`src/rtl/vga_timing_pkg.sv`:
```
// Shared raster timing definitions for the VGA scanout path: segment encoding,
// the 640x480@60 constant set and line/frame total helpers.
package vga_timing_pkg;

  typedef enum logic [1:0] {
    SEG_ACT  = 2'd0,
    SEG_FP   = 2'd1,
    SEG_SYNC = 2'd2,
    SEG_BP   = 2'd3
  } seg_state_e;

  // One pixel's worth of timing, carried down the delay pipeline (active-high).
  typedef struct packed {
    logic hs;
    logic vs;
    logic active;
  } timing_t;

  localparam int VGA640_H_ACTIVE = 640;
  localparam int VGA640_H_FP     = 16;
  localparam int VGA640_H_SYNC   = 96;
  localparam int VGA640_H_BP     = 48;
  localparam int VGA640_V_ACTIVE = 480;
  localparam int VGA640_V_FP     = 10;
  localparam int VGA640_V_SYNC   = 2;
  localparam int VGA640_V_BP     = 33;

  function automatic int h_total(int active, int fp, int sync, int bp);
    return active + fp + sync + bp;
  endfunction

  function automatic int v_total(int active, int fp, int sync, int bp);
    return active + fp + sync + bp;
  endfunction

  function automatic seg_state_e next_seg(seg_state_e s);
    case (s)
      SEG_ACT:  return SEG_FP;
      SEG_FP:   return SEG_SYNC;
      SEG_SYNC: return SEG_BP;
      default:  return SEG_ACT;
    endcase
  endfunction

endpackage

```
`src/rtl/vga_axis_counter.sv`:
```
// One raster axis: a wrapping position counter plus an ACT/FP/SYNC/BP segment
// FSM whose per-segment down-counter reloads on entry and advances at zero.
module vga_axis_counter
  import vga_timing_pkg::*;
#(
  parameter int ACTIVE = 640,
  parameter int FP     = 16,
  parameter int SYNC   = 96,
  parameter int BP     = 48
) (
  input  logic       clk,
  input  logic       reset,
  input  logic       step,
  output logic [9:0] count,
  output seg_state_e state,
  output logic       wrap
);

  localparam int TOTAL = ACTIVE + FP + SYNC + BP;
  localparam logic [9:0] LAST = 10'(TOTAL - 1);

  if (ACTIVE < 1 || FP < 1 || SYNC < 1 || BP < 1) begin : g_bad_segment
    $error("vga_axis_counter: every segment must be at least one unit long");
  end

  function automatic logic [9:0] seg_last(seg_state_e s);
    case (s)
      SEG_ACT:  return 10'(ACTIVE - 1);
      SEG_FP:   return 10'(FP - 1);
      SEG_SYNC: return 10'(SYNC - 1);
      default:  return 10'(BP - 1);
    endcase
  endfunction

  logic [9:0] cnt_q, cnt_d;
  logic [9:0] seg_q, seg_d;
  seg_state_e state_q, state_d;

  assign wrap  = step && (cnt_q == LAST);
  assign count = cnt_q;
  assign state = state_q;

  always_comb begin
    cnt_d   = cnt_q;
    seg_d   = seg_q;
    state_d = state_q;
    if (step) begin
      cnt_d = wrap ? 10'd0 : cnt_q + 10'd1;
      if (seg_q == 10'd0) begin
        state_d = next_seg(state_q);
        seg_d   = seg_last(state_d);
      end else begin
        seg_d = seg_q - 10'd1;
      end
    end
  end

  always_ff @(posedge clk or posedge reset) begin
    if (reset) begin
      cnt_q   <= 10'd0;
      seg_q   <= seg_last(SEG_ACT);
      state_q <= SEG_ACT;
    end else begin
      cnt_q   <= cnt_d;
      seg_q   <= seg_d;
      state_q <= state_d;
    end
  end

endmodule

```
`src/rtl/vga_scanout.sv`:
```
// VGA timing engine and pixel sink: divides clk to the pixel rate, scans px/py,
// and aligns the returned pixel with delayed sync/blank on the DAC outputs.
module vga_scanout
  import vga_timing_pkg::*;
#(
  parameter int H_ACTIVE = VGA640_H_ACTIVE,
  parameter int H_FP     = VGA640_H_FP,
  parameter int H_SYNC   = VGA640_H_SYNC,
  parameter int H_BP     = VGA640_H_BP,
  parameter int V_ACTIVE = VGA640_V_ACTIVE,
  parameter int V_FP     = VGA640_V_FP,
  parameter int V_SYNC   = VGA640_V_SYNC,
  parameter int V_BP     = VGA640_V_BP,
  parameter int CLK_DIV  = 2,
  parameter int PIPE_LAT = 1
) (
  input  logic        clk,
  input  logic        reset,
  output logic [9:0]  px,
  output logic [9:0]  py,
  input  logic [23:0] pixel,
  output logic [7:0]  vga_r,
  output logic [7:0]  vga_g,
  output logic [7:0]  vga_b,
  output logic        vga_hs,
  output logic        vga_vs,
  output logic        vga_blank_n,
  output logic        vga_sync_n,
  output logic        vga_clk,
  output logic        frame_tick,
  output logic        line_tick
);

  localparam int H_TOTAL = h_total(H_ACTIVE, H_FP, H_SYNC, H_BP);
  localparam int V_TOTAL = v_total(V_ACTIVE, V_FP, V_SYNC, V_BP);
  localparam int DIV_W   = (CLK_DIV < 2) ? 1 : $clog2(CLK_DIV);
  localparam logic [DIV_W-1:0] DIV_LAST = DIV_W'(CLK_DIV - 1);
  localparam logic [DIV_W-1:0] DIV_HALF = DIV_W'(CLK_DIV / 2);

  if (H_TOTAL > 1024) begin : g_bad_h_total
    $error("vga_scanout: H_TOTAL exceeds the 10-bit counter range");
  end
  if (V_TOTAL > 1024) begin : g_bad_v_total
    $error("vga_scanout: V_TOTAL exceeds the 10-bit counter range");
  end
  if (CLK_DIV < 2) begin : g_bad_clk_div
    $error("vga_scanout: CLK_DIV must be at least 2");
  end
  if (PIPE_LAT < 1 || PIPE_LAT > 4) begin : g_bad_pipe_lat
    $error("vga_scanout: PIPE_LAT must be within 1..4");
  end

  logic [DIV_W-1:0] div_q, div_d;
  logic             pix_en;
  logic [9:0]       h_cnt, v_cnt;
  seg_state_e       h_state, v_state;
  logic             h_wrap, v_wrap;

  assign pix_en = (div_q == DIV_LAST);

  vga_axis_counter #(
    .ACTIVE(H_ACTIVE), .FP(H_FP), .SYNC(H_SYNC), .BP(H_BP)
  ) u_h_axis (
    .clk(clk), .reset(reset), .step(pix_en),
    .count(h_cnt), .state(h_state), .wrap(h_wrap)
  );

  vga_axis_counter #(
    .ACTIVE(V_ACTIVE), .FP(V_FP), .SYNC(V_SYNC), .BP(V_BP)
  ) u_v_axis (
    .clk(clk), .reset(reset), .step(h_wrap),
    .count(v_cnt), .state(v_state), .wrap(v_wrap)
  );

  timing_t     pipe_q [PIPE_LAT];
  timing_t     pipe_d [PIPE_LAT];
  timing_t     tap;
  logic [9:0]  px_q, px_d, py_q, py_d;
  logic [23:0] rgb_q, rgb_d;
  logic        hs_n_q, hs_n_d, vs_n_q, vs_n_d, blank_n_q, blank_n_d;
  logic        sync_n_q, sync_n_d, vga_clk_q, vga_clk_d;
  logic        line_tick_q, line_tick_d, frame_tick_q, frame_tick_d;

  assign tap = pipe_q[PIPE_LAT-1];

  // Timing enters the pipe alongside px/py, so the tap lines up with the pixel
  // the source returns PIPE_LAT periods later.
  always_comb begin
    pipe_d       = pipe_q;
    div_d        = pix_en ? '0 : div_q + DIV_W'(1);
    px_d         = px_q;
    py_d         = py_q;
    rgb_d        = rgb_q;
    hs_n_d       = hs_n_q;
    vs_n_d       = vs_n_q;
    blank_n_d    = blank_n_q;
    sync_n_d     = 1'b0;
    vga_clk_d    = (div_d >= DIV_HALF);
    line_tick_d  = h_wrap;
    frame_tick_d = v_wrap;
    if (pix_en) begin
      pipe_d[0].hs     = (h_state == SEG_SYNC);
      pipe_d[0].vs     = (v_state == SEG_SYNC);
      pipe_d[0].active = (h_state == SEG_ACT) && (v_state == SEG_ACT);
      for (int i = 1; i < PIPE_LAT; i++) begin
        pipe_d[i] = pipe_q[i-1];
      end
      px_d      = h_cnt;
      py_d      = v_cnt;
      rgb_d     = tap.active ? pixel : 24'd0;
      hs_n_d    = ~tap.hs;
      vs_n_d    = ~tap.vs;
      blank_n_d = tap.active;
    end
  end

  always_ff @(posedge clk or posedge reset) begin
    if (reset) begin
      for (int i = 0; i < PIPE_LAT; i++) begin
        pipe_q[i] <= '0;
      end
      div_q        <= '0;
      px_q         <= 10'd0;
      py_q         <= 10'd0;
      rgb_q        <= 24'd0;
      hs_n_q       <= 1'b1;
      vs_n_q       <= 1'b1;
      blank_n_q    <= 1'b0;
      sync_n_q     <= 1'b0;
      vga_clk_q    <= 1'b0;
      line_tick_q  <= 1'b0;
      frame_tick_q <= 1'b0;
    end else begin
      pipe_q       <= pipe_d;
      div_q        <= div_d;
      px_q         <= px_d;
      py_q         <= py_d;
      rgb_q        <= rgb_d;
      hs_n_q       <= hs_n_d;
      vs_n_q       <= vs_n_d;
      blank_n_q    <= blank_n_d;
      sync_n_q     <= sync_n_d;
      vga_clk_q    <= vga_clk_d;
      line_tick_q  <= line_tick_d;
      frame_tick_q <= frame_tick_d;
    end
  end

  assign px          = px_q;
  assign py          = py_q;
  assign {vga_r, vga_g, vga_b} = rgb_q;
  assign vga_hs      = hs_n_q;
  assign vga_vs      = vs_n_q;
  assign vga_blank_n = blank_n_q;
  assign vga_sync_n  = sync_n_q;
  assign vga_clk     = vga_clk_q;
  assign line_tick   = line_tick_q;
  assign frame_tick  = frame_tick_q;

endmodule

```
`config.mk`:
```
export PLATFORM = sky130hd
export DESIGN_NAME = vga_scanout
export DESIGN_NICKNAME = d
export VERILOG_FILES = /design/src/rtl/vga_timing_pkg.sv /design/src/rtl/vga_axis_counter.sv /design/src/rtl/vga_scanout.sv
export SDC_FILE = /design/constraint.sdc
export NUM_CORES = 1
export LEC_CHECK = 0
export CAP_MARGIN = 20
export CORE_MARGIN = 2
export CORE_UTILIZATION = 45
export DETAILED_ROUTE_END_ITERATION = 8
export PLACE_DENSITY_LB_ADDON = 0.08
export SYNTH_ARGS = -nofsm -noshare
export SYNTH_HDL_FRONTEND = slang
export SYNTH_SLANG_ARGS = --single-unit
```
`constraint.sdc`:
```
create_clock -name clk -period 3.6 [get_ports clk]
set_input_delay 0.72 -clock clk [delete_from_list [all_inputs] [get_ports clk]]
set_output_delay 0.72 -clock clk [all_outputs]
set_load 0.01 [all_outputs]
```
==> impl_metrics.toml <==
[status]
status = "finished, final reports clean"

[synthesis]
synth_edf_count = 0
ys_warn_count = 0
ys_types = 51
syn_nets = 404
ys_seq_area_share_pct = 57.1
async_reset_ff_share_pct = 100
synth_cells = 367
synthesis.area_um2 = 4290
synth_largest_area_cell = "dfrtp_1"
ys.flop_type = "dfrtp_1"
ys_ff_latch = 97
avgSynthCellArea_um2 = 11.7
yosys-top-cells-area = "dfrtp_1 (46%), dfstp_2 (11%), mux2_2 (7.6%), a22o_1 (4.9%), ha_1 (3.2%)"
yosysTopAreaCellShare_pct = 46.1

[timing]
setup_viol = 0
slew_violations = 0
rsz0062_at_grt = "no"
fin_crit_ps = 2340
fmax_mhz = 427
tns_ps = 0
skew_ps = 10.9
worst_hold_slack_ps = 412
worst_slew_pin_slew_ps = 783
final-hold-violation-count = 0
fin_crit_sh_pct = 65.1
relSlewSlack_pct = 47.3

[setup_path]
r2r_start = "u_h_axis.count[0]"
slowest_stage = "clkinv_1"
cp.required_ps = 3890
critPathBufInv = 2
crit_fanout = 18
cpMostUsedCell = "nand3_1"
endpoint_kind = "register"
r2r_end = "u_v_axis.seg_q[8]"
crit_type = "register to register"
max_stage_delay_ps = 460
crit_chain = "ha_1 -> and4_1 -> nand3_1 -> buf_4 -> clkinv_1 -> nand3_1 -> mux2_2"
r2r_setup_slack_ps = 1260
ff2ff_path_depth = 7
cp.arrival_ps = 2640
cp_top_family = "buffers and inverters"
cp-start-kind = "register"

[detailed_routing]
drtIter0Drc = 139
drt-total-wl_um = 8810
ant_nets = 0
drc = 0
routedWlPerCell_um = 15.2
drt_pass1_iterations = 5
routed_via_density = 5.35
num_vias = 3101

[layout]
layout.nets = 483
nFillCells = 784
layout-drive-gt1-share_pct = 16.9
layout_commonest_cell = "dfrtp_1"
n_antenna_cell = 0
finish.utilization_pct = 58.3
multi_input_area_um2 = 1720
seqCellArea_um2 = 2450
layout_common_cells = "dfrtp_1 (79), clkdlybuf4s50_1 (75), mux2_2 (29)"
fin_area_um2 = 5390
syn_to_final_growth_pct = 25.6

[cts]
post_cts_resized = 0
htreeDepth = 3
post_cts_buffers = 0
cts.root.buffer_cell = "clkbuf_8"
clock_tree.buffer_depth = 2
cts_hold_buf = 0
clkSlewWorstSetupHoldPaths_ps = 100
clkLatencyLatePin_ps = 360
cts.sinks = 97
cts_tree = "yes"
cts_buffers = 9

[global_route]
grt_max_degree = 48
antenna_found_initial = 0
grt_pass1_vias = 2867
grt_pass1_wl_um = 14400
grt_use_total_pct = 17.7
overflow = 0

[floorplanning]
die_area_um2 = 10300
start_util_pct = 46.4
die_w_um = 102
core_um2 = 9240
num_rows = 35
ios = 77
die_h_um = 102

[place]
placed_area_um2 = 5210
port_buffers = 75
dp_hpwl_um = 6130
gp_congestion = 0.839

[power]
power_density_nw_per_um2 = 332
ir_drop_v = 0.000142
p_leak_uw = 0.00235

[min_path]
holdCritPathClass = "register to register"
hp-start = "pipe_q[2]"
hold-path-endpoint = "vga_hs"
min_path_cells = 1

[flow_run]
maxCapViolCount = 0
-- where the power goes --
part / internal (uW) / switching (uW)
sequential: 1090 / 0
clock: 260 / 388
combinational: 26.9 / 25.5
total: 1380 / 413
-- registers in the layout (all words and copies together), names as in the netlist --
signal / cells
u_h_axis.state: 2
u_h_axis.seg_q: 10
u_h_axis.count: 10
pipe_q: 3
div_q: 1
u_v_axis.seg_q: 10
u_v_axis.state: 2
u_v_axis.count: 10
rgb_q: 24
py: 10
vga_hs: 1
frame_tick: 1
line_tick: 1
px: 10
vga_blank_n: 1
vga_vs: 1
-- through the flow --
| stage | instances | setup slack [ps] | total power [uW] |
|---|---|---|---|
| global route | 580 | 1140 | 1870 |
| floorplan | 367 | 376 | 1130 |
| global placement | 564 | 1340 | 1160 |
| CTS | 580 | 1280 | 1810 |
| detailed placement | 564 | 1280 | 1160 |
| finish | 580 | 1260 | 1790 |
-- layer usage --
layer | global-route usage, % | vias up | share of wire [%]
li1 | - | 1496 | -
met1 | 26.4 | 1515 | 50
met2 | 26.0 | 78 | 44
met3 | 3.04 | 12 | 4.6
met4 | 6.76 | 0 | 1.4
met5 | 0 | - | 0
-- worst reg2reg max path, cell delays in order (launching register included) --
cell and delay (ps):
dfrtp_1 440, ha_1 260, and4_1 250, nand3_1 80, buf_4 210, clkinv_1 470, nand3_1 220, mux2_2 340
-- area by class of cell --
type                    instances  share of cell area, %
repair buffers                 82                   15.1
multi-input cells             239                   31.8
well taps                     129                   3.00
clock buffers                  10                   2.37
inverters                      17                   1.23
flip-flops and latches         97                   45.5
clock inverters                 6                  0.929
-- worst max-delay path by stage --
stage	cells after the start	slack, ps	end	from
floorplan	1	380	div_q	reset
finish	7	1260	u_v_axis.seg_q[8]	u_h_axis.count[0]
global placement	7	1340	u_v_axis.seg_q[2]	u_h_axis.count[0]
detailed placement	7	1280	u_v_axis.seg_q[8]	u_h_axis.count[0]
CTS	7	1280	u_v_axis.seg_q[8]	u_h_axis.count[0]
global route	7	1140	u_v_axis.seg_q[8]	u_h_axis.count[0]
-- Yosys cell counts, types with 2 or more instances --
library cell	count
o21ai_0	15
nor3b_1	2
or3_1	5
inv_1	15
a21o_1	2
nor2_1	26
nand2_1	23
o31ai_1	3
xor2_1	6
a21oi_1	7
a311oi_1	2
clkinv_1	2
dfstp_2	18
buf_2	3
dfrtp_1	79
nor4_1	7
or4_1	5
ha_1	11
nand3_1	15
xnor2_1	11
mux2_2	29
and4_1	3
nand4_1	9
a2bb2oi_1	2
nor3_1	10
a22o_1	24
clkbuf_1	9
-- cells by family after synthesis --
| kind of cell | Yosys count | share of synthesized area [%] |
|---|---|---|
| xor gates and xnor gates | 17 | 3.47 |
| adders and majority gates | 11 | 3.21 |
| muxes | 30 | 7.85 |
| buffers and inverters | 31 | 2.89 |
| other | 1 | 0.0874 |
| AOI/OAI and AO/OA | 64 | 11.0 |
| and+or+nand+nor | 116 | 14.4 |
| DFF | 97 | 57.1 |
(Power assumes the default switching activity.)
